## src/rtl/regfile_seq.sv

```systemverilog
// regfile_seq: command sequencer that drives an 8x4 two-read/one-write
// register file. Each accepted command walks IDLE -> RD -> EX -> WB -> IDLE.
// Optional flag outputs (ZERO, CARRY) are built only when REGFILE_SEQ_FLAGS_EN
// is defined.
module regfile_seq #(
  parameter int NREG_AW = 3,
  parameter int DW      = 4
) (
  input  logic               CLK,
  input  logic               CLRN,
  input  logic               CMD_VALID,
  output logic               CMD_READY,
  input  logic [1:0]         CMD_OP,
  input  logic [NREG_AW-1:0] CMD_DST,
  input  logic [NREG_AW-1:0] CMD_SRCP,
  input  logic [NREG_AW-1:0] CMD_SRCQ,
  input  logic [DW-1:0]      CMD_IMM,
  output logic [NREG_AW-1:0] RP,
  output logic [NREG_AW-1:0] RQ,
  input  logic [DW-1:0]      DATAP,
  input  logic [DW-1:0]      DATAQ,
  output logic [NREG_AW-1:0] WA,
  output logic               WR,
  output logic [DW-1:0]      LD_DATA,
  output logic               BUSY,
  output logic               DONE,
  output logic [DW-1:0]      RESULT
`ifdef REGFILE_SEQ_FLAGS_EN
  ,
  output logic               ZERO,
  output logic               CARRY
`endif
);

  typedef enum logic [1:0] {S_IDLE, S_RD, S_EX, S_WB} state_t;

  localparam logic [1:0] OP_LOAD = 2'b00;
  localparam logic [1:0] OP_ADD  = 2'b01;
  localparam logic [1:0] OP_SUB  = 2'b10;

  state_t               state_q, state_d;
  logic [1:0]           op_q;
  logic [NREG_AW-1:0]   dst_q, srcp_q, srcq_q, wa_q;
  logic [DW-1:0]        imm_q, opa_q, opb_q, res_q, result_q, res_d;
  logic                 done_q;
  logic                 accept;

`ifdef REGFILE_SEQ_FLAGS_EN
  logic [DW:0]          sum_w;
  logic                 carry_d, carry_ex_q, zero_q, carry_q;
`else
  logic [DW-1:0]        sum_w;
`endif

  assign accept = (state_q == S_IDLE) && CMD_VALID;

  // State register; reset aborts any command in flight immediately.
  always_ff @(posedge CLK or negedge CLRN) begin
    if (!CLRN) state_q <= S_IDLE;
    else       state_q <= state_d;
  end

  // Next-state and state-decoded handshake / write strobe.
  always_comb begin
    state_d   = state_q;
    CMD_READY = 1'b0;
    WR        = 1'b0;
    BUSY      = 1'b1;
    case (state_q)
      S_IDLE: begin
        CMD_READY = 1'b1;
        BUSY      = 1'b0;
        if (CMD_VALID) state_d = S_RD;
      end
      S_RD:    state_d = S_EX;
      S_EX:    state_d = S_WB;
      S_WB: begin
        WR      = 1'b1;
        state_d = S_IDLE;
      end
      default: state_d = S_IDLE;
    endcase
  end

  // Result of the latched op on the captured operands.
  assign sum_w = opa_q + opb_q;
  always_comb begin
    res_d = opa_q;
    case (op_q)
      OP_LOAD: res_d = imm_q;
      OP_ADD:  res_d = sum_w[DW-1:0];
      OP_SUB:  res_d = opa_q - opb_q;
      default: res_d = opa_q;
    endcase
  end

`ifdef REGFILE_SEQ_FLAGS_EN
  // Carry-out for ADD, borrow for SUB, nothing for LOAD/MOV.
  always_comb begin
    carry_d = 1'b0;
    case (op_q)
      OP_ADD:  carry_d = sum_w[DW];
      OP_SUB:  carry_d = (opa_q < opb_q);
      default: carry_d = 1'b0;
    endcase
  end
`endif

  // Command latch, operand capture, execute and write-back registers.
  always_ff @(posedge CLK or negedge CLRN) begin
    if (!CLRN) begin
      op_q     <= '0;
      dst_q    <= '0;
      srcp_q   <= '0;
      srcq_q   <= '0;
      imm_q    <= '0;
      opa_q    <= '0;
      opb_q    <= '0;
      res_q    <= '0;
      wa_q     <= '0;
      result_q <= '0;
      done_q   <= 1'b0;
`ifdef REGFILE_SEQ_FLAGS_EN
      carry_ex_q <= 1'b0;
      zero_q     <= 1'b0;
      carry_q    <= 1'b0;
`endif
    end else begin
      done_q <= 1'b0;
      if (accept) begin
        op_q   <= CMD_OP;
        dst_q  <= CMD_DST;
        srcp_q <= CMD_SRCP;
        srcq_q <= CMD_SRCQ;
        imm_q  <= CMD_IMM;
      end
      if (state_q == S_RD) begin
        opa_q <= DATAP;
        opb_q <= DATAQ;
      end
      // wa_q is separate from dst_q so WA holds while the next command latches.
      if (state_q == S_EX) begin
        res_q <= res_d;
        wa_q  <= dst_q;
`ifdef REGFILE_SEQ_FLAGS_EN
        carry_ex_q <= carry_d;
`endif
      end
      if (state_q == S_WB) begin
        result_q <= res_q;
        done_q   <= 1'b1;
`ifdef REGFILE_SEQ_FLAGS_EN
        zero_q  <= (res_q == '0);
        carry_q <= carry_ex_q;
`endif
      end
    end
  end

  assign RP      = srcp_q;
  assign RQ      = srcq_q;
  assign WA      = wa_q;
  assign LD_DATA = res_q;
  assign DONE    = done_q;
  assign RESULT  = result_q;
`ifdef REGFILE_SEQ_FLAGS_EN
  assign ZERO    = zero_q;
  assign CARRY   = carry_q;
`endif

endmodule
```

## config.mk

```make
export PLATFORM = sky130hd
export DESIGN_NAME = regfile_seq
export DESIGN_NICKNAME = d
export VERILOG_FILES = /design/src/rtl/regfile_seq.sv
export SDC_FILE = /design/constraint.sdc
export NUM_CORES = 1
export LEC_CHECK = 0
export ABC_AREA = 0
export BUFFER_PORTS_ARGS = -buffer_cell sky130_fd_sc_hd__buf_2
export CAP_MARGIN = 25
export CELL_PAD_IN_SITES_DETAIL_PLACEMENT = 1
export CELL_PAD_IN_SITES_GLOBAL_PLACEMENT = 1
export CORE_AREA = 2 2 69 71
export DETAILED_ROUTE_END_ITERATION = 7
export DIE_AREA = 0 0 71 73
export PLACE_DENSITY = 0.77
export SETUP_SLACK_MARGIN = 0.1
export SLEW_MARGIN = 0
export SYNTH_ARGS = -nofsm -noshare
export SYNTH_HDL_FRONTEND = slang
export SYNTH_SLANG_ARGS = --single-unit
```

## constraint.sdc

```tcl
create_clock -name CLK -period 3 [get_ports CLK]
set_input_delay 0.3 -clock CLK [delete_from_list [all_inputs] [get_ports CLK]]
set_output_delay 0.3 -clock CLK [all_outputs]
set_load 0.01 [all_outputs]
```

==> results.md, run 1 <==
Synth:
- Of the total synthesized cell area, the portion taken by AND, OR, NAND and NOR gates is 0.0413.
- The yosys synthesis warning count is 0.
- The number of distinct standard cells referenced by the synthesized netlist is 24.
- The post-synthesis average cell area is 12.8 µm².
- For this run, the register share of the synthesized area comes to 0.536.
- Of the total synthesized cell area, the portion taken by XOR and XNOR cells is 0.0152.
- Synthesis produced 135 cells.
- In this run the cell area of the synthesized design comes to 1730 µm².
- The compound-gate portion of the synthesized area is 0.0833.
- The synthesized design contains 37 register bits.
- Of the post-synthesis cell area, the part taken by muxes is 0.196.
- The dominant combinational cell family by area after synthesis is multiplexers.
- Of the total synthesized cell area, the portion taken by full adders, half adders and majority gates is 0.0913.
- The net count after synthesis is 173.

Clocking:
- In this run, CTS created clock tree buffers numbering 5.
- The TritonCTS clock tree is built.
- The number of clock sinks seen by CTS is 37.
- The maximum clock path buffer count is 2.
- The number of hold-repair buffers added at the cts stage is 0.
- The number of levels in the clock H-tree is 2.
- In this run, post-CTS repair resized a total of 0 instances.
- The post-CTS repair timing setup buffer count is 0.
- The clock latency reported for the late side of the worst-skew pair is 0.30 ns.
- In this run the clock root is driven by a clkbuf_8.
- The clock transition at the register clock pins on the worst setup and hold paths after CTS is 0.08 ns.

Placed design:
- The congestion estimate from routability-driven global placement came to 0.754.
- The count of input and output buffers is 46.
- Once detailed placement completed, the half-perimeter wirelength came to 2770 µm.

Setup path:
- The total buffers and inverters traversed by the critical path is 2.
- The highest fanout seen on the critical path is 4.
- STA classifies the critical path endpoint as a register.
- The worst register-to-register path has a depth of 8.
- The worst register-to-register path begins at op_q[0].
- The cell type of the slowest stage on the worst timing path is fa_1.
- Data on the critical path arrives at its endpoint at 2.56 ns.
- For the worst setup path, the data required time is 3.19 ns.
- The worst setup path is launched from a register.
- The endpoint identified for the worst register-to-register timing path is LD_DATA[1].
- The critical path goes through inv_1, ha_1, mux2_2, fa_1, inv_1, a221oi_1, a21oi_1, mux2_2.
- The worst setup path is of the reg2reg kind.
- The worst setup slack for register-to-register paths is 0.63 ns.
- For this run, the slowest stage of the critical path takes 0.50 ns.
- In this design, the largest share of critical-path delay is due to adder cells.

Power:
- The power per unit of standard cell area is 1250 nW/µm².
- IR analysis of the VDD net gives a maximum drop of 0.542 mV.
- The total design power is 2.66 mW.
- The static power due to leakage is 1.03 nW.

Routing:
- The total number of vias is 1204.
- The number of detailed-routing iterations run before antenna repair is 4.
- The number of nets with antenna violations after routing is 0.
- The number of DRC violations after detailed-routing iteration 0 is 25.
- Using the TritonRoute via totals, the vias-per-cell ratio works out to 5.04.
- The final routed DRC violation total is 0.
- Wires add up to 3560 µm.
- Dividing the detail-routed wire length by the instance count gives 14.9 µm.

Finish:
- In the final layout, flip-flops and latches occupy 926 µm².
- The share of post-route cells with drive strength above 1 is 0.449.
- In the final layout, the multi-input gates occupy 737 µm².
- The number of inserted filler cells in the final layout is 497.
- The post-synthesis to final-layout area growth is 23.3%.
- The final design utilization is 0.470.
- The number of antenna diodes in the final layout is 0.
- The final layout net count is 222.

Timing:
- The final clock period utilization by the worst path is 0.792.
- The count of endpoints failing hold in the final timing report is 0.
- The tightest slew margin relative to the limit is 0.453.
- The pin slew with the least headroom to its limit is 0.821 ns.
- The number of pins with negative max-slew slack in the final report was 0.
- The worst path in the final design needs a cycle of 2.37 ns, including I/O delays and setup.
- The clock arrives with 0.00970 ns of skew.
- The final-layout setup total negative slack is 0 ns.
- Setup violations remaining at the end of the flow were counted as 0.
- For this run, the top clock speed supported by timing is 0.421 GHz.
- Setup repair after global routing left no endpoint under its margin.

Die:
- The die footprint is 5180 µm².
- The total area inside the core boundary comes to 4540 µm².
- The die is 73 µm tall.
- The initial standard-cell utilization of the core is 0.381.
- The width of the chip is 71 µm.
- The number of rows in the core area is 25.
- The total I/O pin count is 47.

Global route:
- The initial antenna violation count was 0.
- The global-route wire length before repair is 5970 µm.
- The met2 global-route usage is 0.263.
- The busiest layer in global routing is met2.
- Entering global routing, the biggest net connects 38 pins.
- For this run, global-route usage on met3 was measured as 0.0635.
- The met1 track utilization from global routing is 0.166.
- The via count of the first global-routing pass is 1302.
- After global routing the overflow that remains totals 0.
- Across every metal layer, demand over resource in global routing totals 0.154.

Run:
- The max-cap check violation count is 0.

Outcome:
- The run finished with clean final reports.

Worst hold path:
- In this run the worst hold path is classified as in2async.
[final cells by class]
type	instances	share of cell area
multi-input combinational	81	0.346
tap	54	0.0317
clock buffer	6	0.0388
clock inverter	2	0.0176
inverter	13	0.0229
sequential	37	0.435
timing repair buffer	46	0.108
[cell families (layout without fill, tap and decap cells)]
| logic type | Yosys count | in the layout |
|---|---|---|
| AOI/OAI and AO/OA | 21 | 21 |
| buffers and inverters | 17 | 67 |
| xor gates and xnor gates | 3 | 3 |
| DFF | 37 | 37 |
| and+or+nand+nor | 15 | 15 |
| muxes | 30 | 30 |
| adders and majority gates | 12 | 12 |
[how the worst max path moves through the flow]
stage / start / to / slack [ns] / cells after the start
2_1_floorplan: op_q[0] / LD_DATA[1] / 0.78 / 8
3_3_place_gp: op_q[0] / LD_DATA[1] / 0.72 / 8
3_5_place_dp: op_q[0] / LD_DATA[1] / 0.62 / 8
4_1_cts: op_q[0] / LD_DATA[1] / 0.61 / 8
5_1_grt: op_q[0] / LD_DATA[1] / 0.46 / 8
6_report: op_q[0] / LD_DATA[1] / 0.63 / 8
[report_power, final]
part | switching (mW) | total (mW) | leakage [nW] | internal, mW
Combinational | 0.638 | 1.29 | 0.531 | 0.650
Sequential | 0.158 | 0.916 | 0.443 | 0.758
Clock | 0.181 | 0.451 | 0.0574 | 0.270
[routing by layer]
metal,up-vias,part of all wire
met5,-,0
met2,34,0.51
met4,0,0.019
met3,6,0.071
li1,564,-
met1,600,0.39
[state kept, by name (all words and copies together), names as in the netlist, 3 cells and up]
register / cells
dst_q: 3
LD_DATA: 4
opb_q: 4
RESULT: 4
imm_q: 4
opa_q: 4
RP: 3
WA: 3
RQ: 3
[stage by stage]
stage	instances	setup slack, ns	hold WS [ns]	cell area, µm²
floorplan	135	0.783	0.00441	1730
detailed placement	231	0.620	0.450	2010
finish	239	0.625	0.0962	2130
global placement	231	0.718	0.428	2010
global route	239	0.461	0.147	2130
CTS	239	0.612	0.121	2130
[synthesized netlist by cell type, drive strengths merged]
library cell	count	area [µm²]
o211ai	2	15.0
or3	1	11.3
a221oi	2	17.5
mux2	30	338
nand2	8	30.0
nand3b	1	7.51
inv	13	48.8
o31ai	1	7.51
a22oi	1	7.51
o21a	1	7.51
nor3	1	5.00
fa	1	20.0
a2111oi	1	15.0
o211a	1	10.0
xnor2	3	26.3
ha	11	138
o21ai	8	40.0
nor2	3	11.3
a21oi	3	15.0
nor2b	1	6.26
clkbuf	4	15.0
o2111ai	1	8.76
dfrtp	37	926
[cells in the final DEF, fill, tap and decap left out, drive strengths merged, types with 2 or more instances in the layout]
cell    netlist  layout
a221oi        2       2
o21ai         8       8
o211ai        2       2
nand2         8       8
xnor2         3       3
ha           11      11
a21oi         3       3
nor2          3       3
dfrtp        37      37
mux2         30      30
clkbuf        4       6
inv          13      13
buf           0      46
Note: power is estimated with default switching activity, not from simulation.
==> run 2, diff against run 1 <==
- CORE_AREA: 2 2 69 71 -> 2 2 72 74
- DIE_AREA: 0 0 71 73 -> 0 0 74 76
- PLACE_DENSITY: 0.77 -> 0.74
- clock period: 3 -> 2.1 ns (I/O delays scaled with it)
==> results.md, run 2 (synthesized netlist as in run 1, its figures left out) <==
Outcome:
- Status: finished with violations (was completed).
- The final reports fail on setup timing.

Routing:
- The average via count per standard cell came to 4.67 (was 5.04).
- The average detailed-routed wire length per instance is 14.1 µm (was 14.9 µm).
- The number of detailed-routing iterations run before antenna repair was 3 (was 4).
- The number of DRC violations after detailed-routing iteration 0 is 29 (was 25).
- The total number of vias is 1241 (was 1204).
- The number of nets with antenna violations after routing was 0 (unchanged).
- The final wirelength is 3760 µm (was 3560 µm).
- The final routed DRC violation total came to 0 (unchanged).

Power:
- The highest ir drop seen on vdd is 0.574 mV (was 0.542 mV).
- The power per unit of standard cell area is 1770 nW/µm² (was 1250 nW/µm²).
- The static power due to leakage is 1.08 nW (was 1.03 nW).

Finish:
- The number of inserted filler cells in the final layout was 540 (was 497).
- The final layout net count is 233 (was 222).
- The post-synthesis to final-layout area growth is 29.6% (was 23.3%).
- The final design utilization is 0.456 (was 0.470).
- The diode insertion count for antenna repair came to 0 (unchanged).
- The share of post-route cells with drive strength above 1 is 0.510 (was 0.449).
- The leading cell type in the layout, fill and taps excluded was buf_2 (unchanged).
- Top library cells by usage in the layout, fill and taps aside: buf_2, dfrtp_1, mux2_2 (unchanged).
- The final standard cell area without fillers is 2240 µm² (was 2130 µm²).

Timing:
- The final critical delay including setup and external delays was 2.19 ns (was 2.37 ns).
- The fmax is 0.456 GHz (was 0.421 GHz).
- The pin slew with the least headroom to its limit is 0.848 ns (was 0.821 ns).
- The final clock period utilization by the worst path is 1.04 (was 0.792).
- The count of endpoints failing hold in the final timing report came to 0 (unchanged).
- The number of setup violations in the final report was 2 (was 0).
- The tightest slew margin relative to the limit came to 0.435 (was 0.453).
- The worst-case clock skew is 0.00661 ns (was 0.00970 ns).
- The post-layout worst setup margin is -0.0919 ns (was 0.625 ns).
- The number of pins with negative max-slew slack in the final report is 0 (unchanged).
- Setup repair after global routing missed its margin: yes (was no).

Setup path:
- The critical path endpoint is LD_DATA[1] (unchanged).
- The first element of the critical path was opb_q[0] (was op_q[0]).
- The worst setup slack for register-to-register paths came to -0.09 ns (was 0.63 ns).
- The critical path class is reg2reg (unchanged).
- The data required time at the worst endpoint came to 2.26 ns (was 3.19 ns).
- The number of cells on the worst reg-to-reg path is 8 (unchanged).
- The critical path startpoint category is a register (unchanged).
- The reg-to-reg startpoint is opb_q[0] (was op_q[0]).
- The highest fanout seen on the critical path is 2 (was 4).
- The element type at the critical path end is a register (unchanged).
- The endpoint of the worst register-to-register path is LD_DATA[1] (unchanged).
- The arrival time reported for the critical path endpoint is 2.36 ns (was 2.56 ns).

Placed design:
- The count of input and output buffers is 46 (unchanged).
- The final weighted congestion of routability-driven global placement was 0.774 (was 0.754).
- The cell area after placement came to 2100 µm² (was 2010 µm²).
- The detailed placement HPWL came to 2810 µm (was 2770 µm).

Clocking:
- The clock transition at the register clock pins on the worst setup and hold paths after CTS is 0.07 ns (was 0.08 ns).
- The number of buffers inserted during clock tree synthesis is 5 (unchanged).
- The number of clock sinks seen by CTS was 37 (unchanged).
- The maximum clock path buffer count is 2 (unchanged).
- The TritonCTS clock tree is built (unchanged).
- The number of levels in the clock H-tree came to 2 (unchanged).
- The root buffer cell is clkbuf_8 (unchanged).
- The clock latency reported for the late side of the worst-skew pair is 0.28 ns (was 0.30 ns).
- The number of hold-repair buffers added at the cts stage is 0 (unchanged).

Global route:
- The global-route wire length before repair is 6560 µm (was 5970 µm).
- The pin count of the biggest net entering global routing is 38 (unchanged).
- The remaining global-route overflow is 0 (unchanged).
- The initial antenna violation count is 0 (unchanged).
- The via count of the first global-routing pass came to 1385 (was 1302).
- The total track usage was 0.154 (about the same).

Worst hold path:
- The class of the tightest hold or removal check is in2async (unchanged).

Die:
- The die footprint came to 5620 µm² (was 5180 µm²).
- The width of the chip came to 74 µm (was 71 µm).
- The vertical die dimension came to 76 µm (was 73 µm).
- The total I/O pin count is 47 (unchanged).
- The initial standard-cell utilization of the core is 0.352 (was 0.381).
- The number of rows in the core area came to 26 (was 25).
- The core area is 4910 µm² (was 4540 µm²).

Run:
- The max-cap check violation count is 0 (unchanged).
## run 2: metrics by stage
step                      std cells  setup TNS (ns)  power, mW  hold slack [ns]  setup slack, ns
after floorplan                 135        -0.00745       2.67          -0.0856         -0.00745
after global placement          255         -0.0155       3.26            0.356          -0.0155
after detailed placement        255          -0.119       3.35            0.368          -0.0787
after CTS                       265         -0.0799       3.93           0.0524          -0.0573
after global routing            266          -0.342       4.35           0.0671           -0.160
final                           266          -0.137       3.97           0.0324          -0.0919
## run 2: metal layers
layer,GRT usage,vias up,wire (µm)
met5,0,-,0
met4,0.0600,0,34
met3,0.0476,2,191
met2,0.263,31,1940
met1,0.175,620,1600
li1,-,588,-
## run 2: worst max-delay path: stages, from the launching register on
cell	delay (ns)
dfrtp_1	0.40
inv_2	0.09
ha_4	0.20
mux2_4	0.27
fa_1	0.51
inv_2	0.05
a221oi_2	0.23
a21oi_1	0.06
mux2_4	0.26
## run 2: cell type report
class / count / area [µm²] / area share
Clock buffer: 8 / 80.1 / 0.0358
Inverter: 13 / 48.8 / 0.0218
Multi-Input combinational cell: 81 / 783 / 0.350
Sequential cell: 37 / 926 / 0.414
Tap cell: 70 / 87.6 / 0.0391
Timing Repair Buffer: 57 / 313 / 0.140
## run 2: power by group
group / leakage, nW / switching, mW / total, mW / internal [mW]
clock: 0.0395 / 0.230 / 0.465 / 0.236
combinational: 0.594 / 1.03 / 2.19 / 1.16
sequential: 0.443 / 0.229 / 1.31 / 1.08
## run 2: timing repair
| action | 4_1_cts | 5_1_grt |
|---|---|---|
| setup endpoints to repair | 3 | 3 |
| resized for setup | 6 | 4 |
| pin swaps | 1 | 2 |
| buffers inserted | 2 | 1 |
## run 2: worst min path at each step
stage | from | to
6_report | CLRN | opa_q[0]
2_1_floorplan | CLRN | DONE
3_3_place_gp | CLRN | opa_q[1]
3_5_place_dp | CLRN | opa_q[1]
5_1_grt | CLRN | opa_q[0]
4_1_cts | CLRN | opa_q[1]
==> run 3, diff against run 2 <==
- SKIP_LAST_GASP: default -> 1
==> results.md, run 3 (synthesized netlist as in run 1, its figures left out) <==
Finish:
- The diode insertion count for antenna repair is 0 (unchanged).
- The final design utilization is 0.455 (was 0.456).
- The share of post-route cells with drive strength above 1 is 0.505 (was 0.510).
- The final cell count without fillers is 266 (unchanged).
- The final layout net count is 233 (unchanged).
- The post-synthesis to final-layout area growth is 29.4% (was 29.6%).
- The area taken by flip-flops and latches is 926 µm² (unchanged).
- The area taken by multi-input logic gates is 779 µm² (was 783 µm²).
- The leading cell type in the layout, fill and taps excluded was buf_2 (unchanged).
- The number of inserted filler cells in the final layout came to 540 (unchanged).
- Top library cells by usage in the layout, fill and taps aside: buf_2, dfrtp_1, mux2_2 (unchanged).

Power:
- The power share of the combinational group is 0.549 (was 0.552).
- The part of the total power dissipated in sequential elements is 0.333 (was 0.331).
- The design internal power is 2.46 mW (was 2.48 mW).
- The total design power is 3.94 mW (was 3.97 mW).
- The clock network fraction of design power is 0.118 (was 0.117).
- The static power due to leakage came to 1.07 nW (was 1.08 nW).
- The highest ir drop seen on vdd is 0.567 mV (was 0.574 mV).
- The power per unit of standard cell area is 1760 nW/µm² (was 1770 nW/µm²).
- The switching component of the power is 1.48 mW (was 1.49 mW).
- The proportion of total power due to net switching is 0.375 (about the same).

Routing:
- The final routed DRC violation total came to 0 (unchanged).
- The number of DRC violations after detailed-routing iteration 0 is 31 (was 29).
- The average via count per standard cell is 4.67 (about the same).
- The total number of vias came to 1243 (was 1241).
- The number of nets with antenna violations after routing was 0 (unchanged).
- The average detailed-routed wire length per instance is 14.1 µm (about the same).
- The number of detailed-routing iterations run before antenna repair is 3 (unchanged).
- The final wirelength is 3750 µm (was 3760 µm).

Die:
- The total I/O pin count was 47 (unchanged).
- The initial standard-cell utilization of the core is 0.352 (unchanged).
- The core area is 4910 µm² (unchanged).
- The vertical die dimension came to 76 µm (unchanged).
- The number of rows in the core area came to 26 (unchanged).
- The die footprint is 5620 µm² (unchanged).
- The width of the chip came to 74 µm (unchanged).

Timing:
- The number of pins with negative max-slew slack in the final report is 0 (unchanged).
- The post-layout worst setup margin is -0.0837 ns (was -0.0919 ns).
- The count of endpoints failing hold in the final timing report was 0 (unchanged).
- The tightest slew margin relative to the limit is 0.435 (about the same).
- The fmax is 0.458 GHz (was 0.456 GHz).
- The pin slew with the least headroom to its limit is 0.848 ns (about the same).
- The worst-case clock skew is 0.00661 ns (about the same).
- The number of setup violations in the final report was 2 (unchanged).
- Setup repair after global routing missed its margin: yes (unchanged).
- The final critical delay including setup and external delays is 2.18 ns (was 2.19 ns).
- The final clock period utilization by the worst path was 1.04 (about the same).

Worst hold path:
- The class of the tightest hold or removal check is in2async (unchanged).

Clocking:
- The number of buffers inserted during clock tree synthesis is 5 (unchanged).
- The clock latency reported for the late side of the worst-skew pair is 0.28 ns (about the same).
- The number of levels in the clock H-tree is 2 (unchanged).
- The number of hold-repair buffers added at the cts stage is 0 (unchanged).
- The maximum clock path buffer count came to 2 (unchanged).
- The clock transition at the register clock pins on the worst setup and hold paths after CTS is 0.07 ns (about the same).
- The TritonCTS clock tree is built (unchanged).
- The root buffer cell was clkbuf_8 (unchanged).
- The number of clock sinks seen by CTS came to 37 (unchanged).

Setup path:
- The arrival time reported for the critical path endpoint was 2.35 ns (was 2.36 ns).
- The critical path startpoint category is a register (unchanged).
- Critical-path cell list: inv_2, ha_4, mux2_4, fa_1, inv_1, a221oi_2, a21oi_1, mux2_2 (was inv_2, ha_4, mux2_4, fa_1, inv_2, a221oi_2, a21oi_1, mux2_4).
- The reg-to-reg startpoint is opb_q[0] (unchanged).
- The data required time at the worst endpoint is 2.26 ns (about the same).
- The critical path endpoint was LD_DATA[1] (unchanged).
- The number of cells on the worst reg-to-reg path came to 8 (unchanged).
- The endpoint of the worst register-to-register path is LD_DATA[1] (unchanged).
- The critical path class is reg2reg (unchanged).
- The cell type of the slowest stage on the worst timing path is fa_1 (unchanged).
- The element type at the critical path end is a register (unchanged).
- The maximum single-stage delay on the critical path came to 0.49 ns (was 0.51 ns).
- The highest fanout seen on the critical path is 2 (unchanged).
- The first element of the critical path is opb_q[0] (unchanged).
- The worst setup slack for register-to-register paths came to -0.08 ns (was -0.09 ns).

Global route:
- The busiest layer in global routing is met2 (unchanged).
- The via count of the first global-routing pass was 1384 (was 1385).
- The remaining global-route overflow is 0 (unchanged).
- The met3 routing resource usage after global routing is 0.0476 (unchanged).
- The initial antenna violation count is 0 (unchanged).
- The met1 track utilization from global routing is 0.176 (was 0.175).
- The met2 global-route usage came to 0.262 (was 0.263).
- The pin count of the biggest net entering global routing came to 38 (unchanged).
- The total track usage is 0.154 (unchanged).
- The global-route wire length before repair is 6560 µm (unchanged).

Placed design:
- The count of input and output buffers came to 46 (unchanged).
- The post-placement worst setup slack is -0.0787 ns (unchanged).
- The final weighted congestion of routability-driven global placement is 0.774 (unchanged).
- The detailed placement HPWL is 2810 µm (unchanged).
- The total instance count after detailed placement came to 255 (unchanged).

Outcome:
- Violations in the final reports: setup timing (unchanged).
- Status: finished with violations (unchanged).

Run:
- The max-cap check violation count is 0 (unchanged).
## run 3: changes by cell type in the layout (fill, tap and decap cells not counted)
cell | previous run | this run
mux2_4 | 2 | 1
inv_1 | 8 | 9
mux2_2 | 25 | 26
inv_2 | 5 | 4
## run 3: through the flow
stage / setup TNS, ns / area [µm²] / hold WS (ns)
2_1_floorplan: -0.00745 / 1740 / -0.0856
3_3_place_gp: -0.0155 / 2100 / 0.356
3_5_place_dp: -0.119 / 2100 / 0.368
4_1_cts: -0.0821 / 2220 / 0.0524
5_1_grt: -0.352 / 2230 / 0.0671
6_report: -0.129 / 2230 / 0.0326
## run 3: worst min-delay path by stage
| stage | start | to | depth (start not counted) |
|---|---|---|---|
| global route | CLRN | opa_q[0] | 1 |
| global placement | CLRN | opa_q[1] | 1 |
| floorplan | CLRN | DONE | 0 |
| CTS | CLRN | opa_q[1] | 1 |
| detailed placement | CLRN | opa_q[1] | 1 |
| finish | CLRN | opa_q[0] | 1 |
## run 3: cell type report
cell class	instances	share of cell area
multi-input cells	81	0.349
well taps	70	0.0392
repair buffers	57	0.140
clock buffers	8	0.0358
inverters	13	0.0218
flip-flops and latches	37	0.414
## run 3: what timing repair did
action,in CTS,in global routing
resized for setup,5,3
pin swaps,1,2
buffers inserted,2,1
setup endpoints to repair,3,3
## run 3: worst max-delay path, delay by kind of cell (launching register included)
kind                       cells  cell delay (ns)
muxes                          2             0.54
AOI/OAI and AO/OA              2             0.29
adders and majority gates      2             0.69
buffers and inverters          2             0.15
DFF                            1             0.40
## run 3: metal layers
| metal | part of all wire | vias up |
|---|---|---|
| met5 | 0 | - |
| met4 | 0.0091 | 0 |
| met3 | 0.051 | 2 |
| met2 | 0.52 | 31 |
| met1 | 0.42 | 622 |
| li1 | - | 588 |
## run 3: power by group through the flow
stage | logic [mW] | registers, mW | clock network, mW
finish | 2.16 | 1.31 | 0.465
global route | 2.41 | 1.37 | 0.534
CTS | 2.10 | 1.32 | 0.501
detailed placement | 2.02 | 1.33 | 0
global placement | 1.95 | 1.31 | 0
floorplan | 1.31 | 1.36 | 0
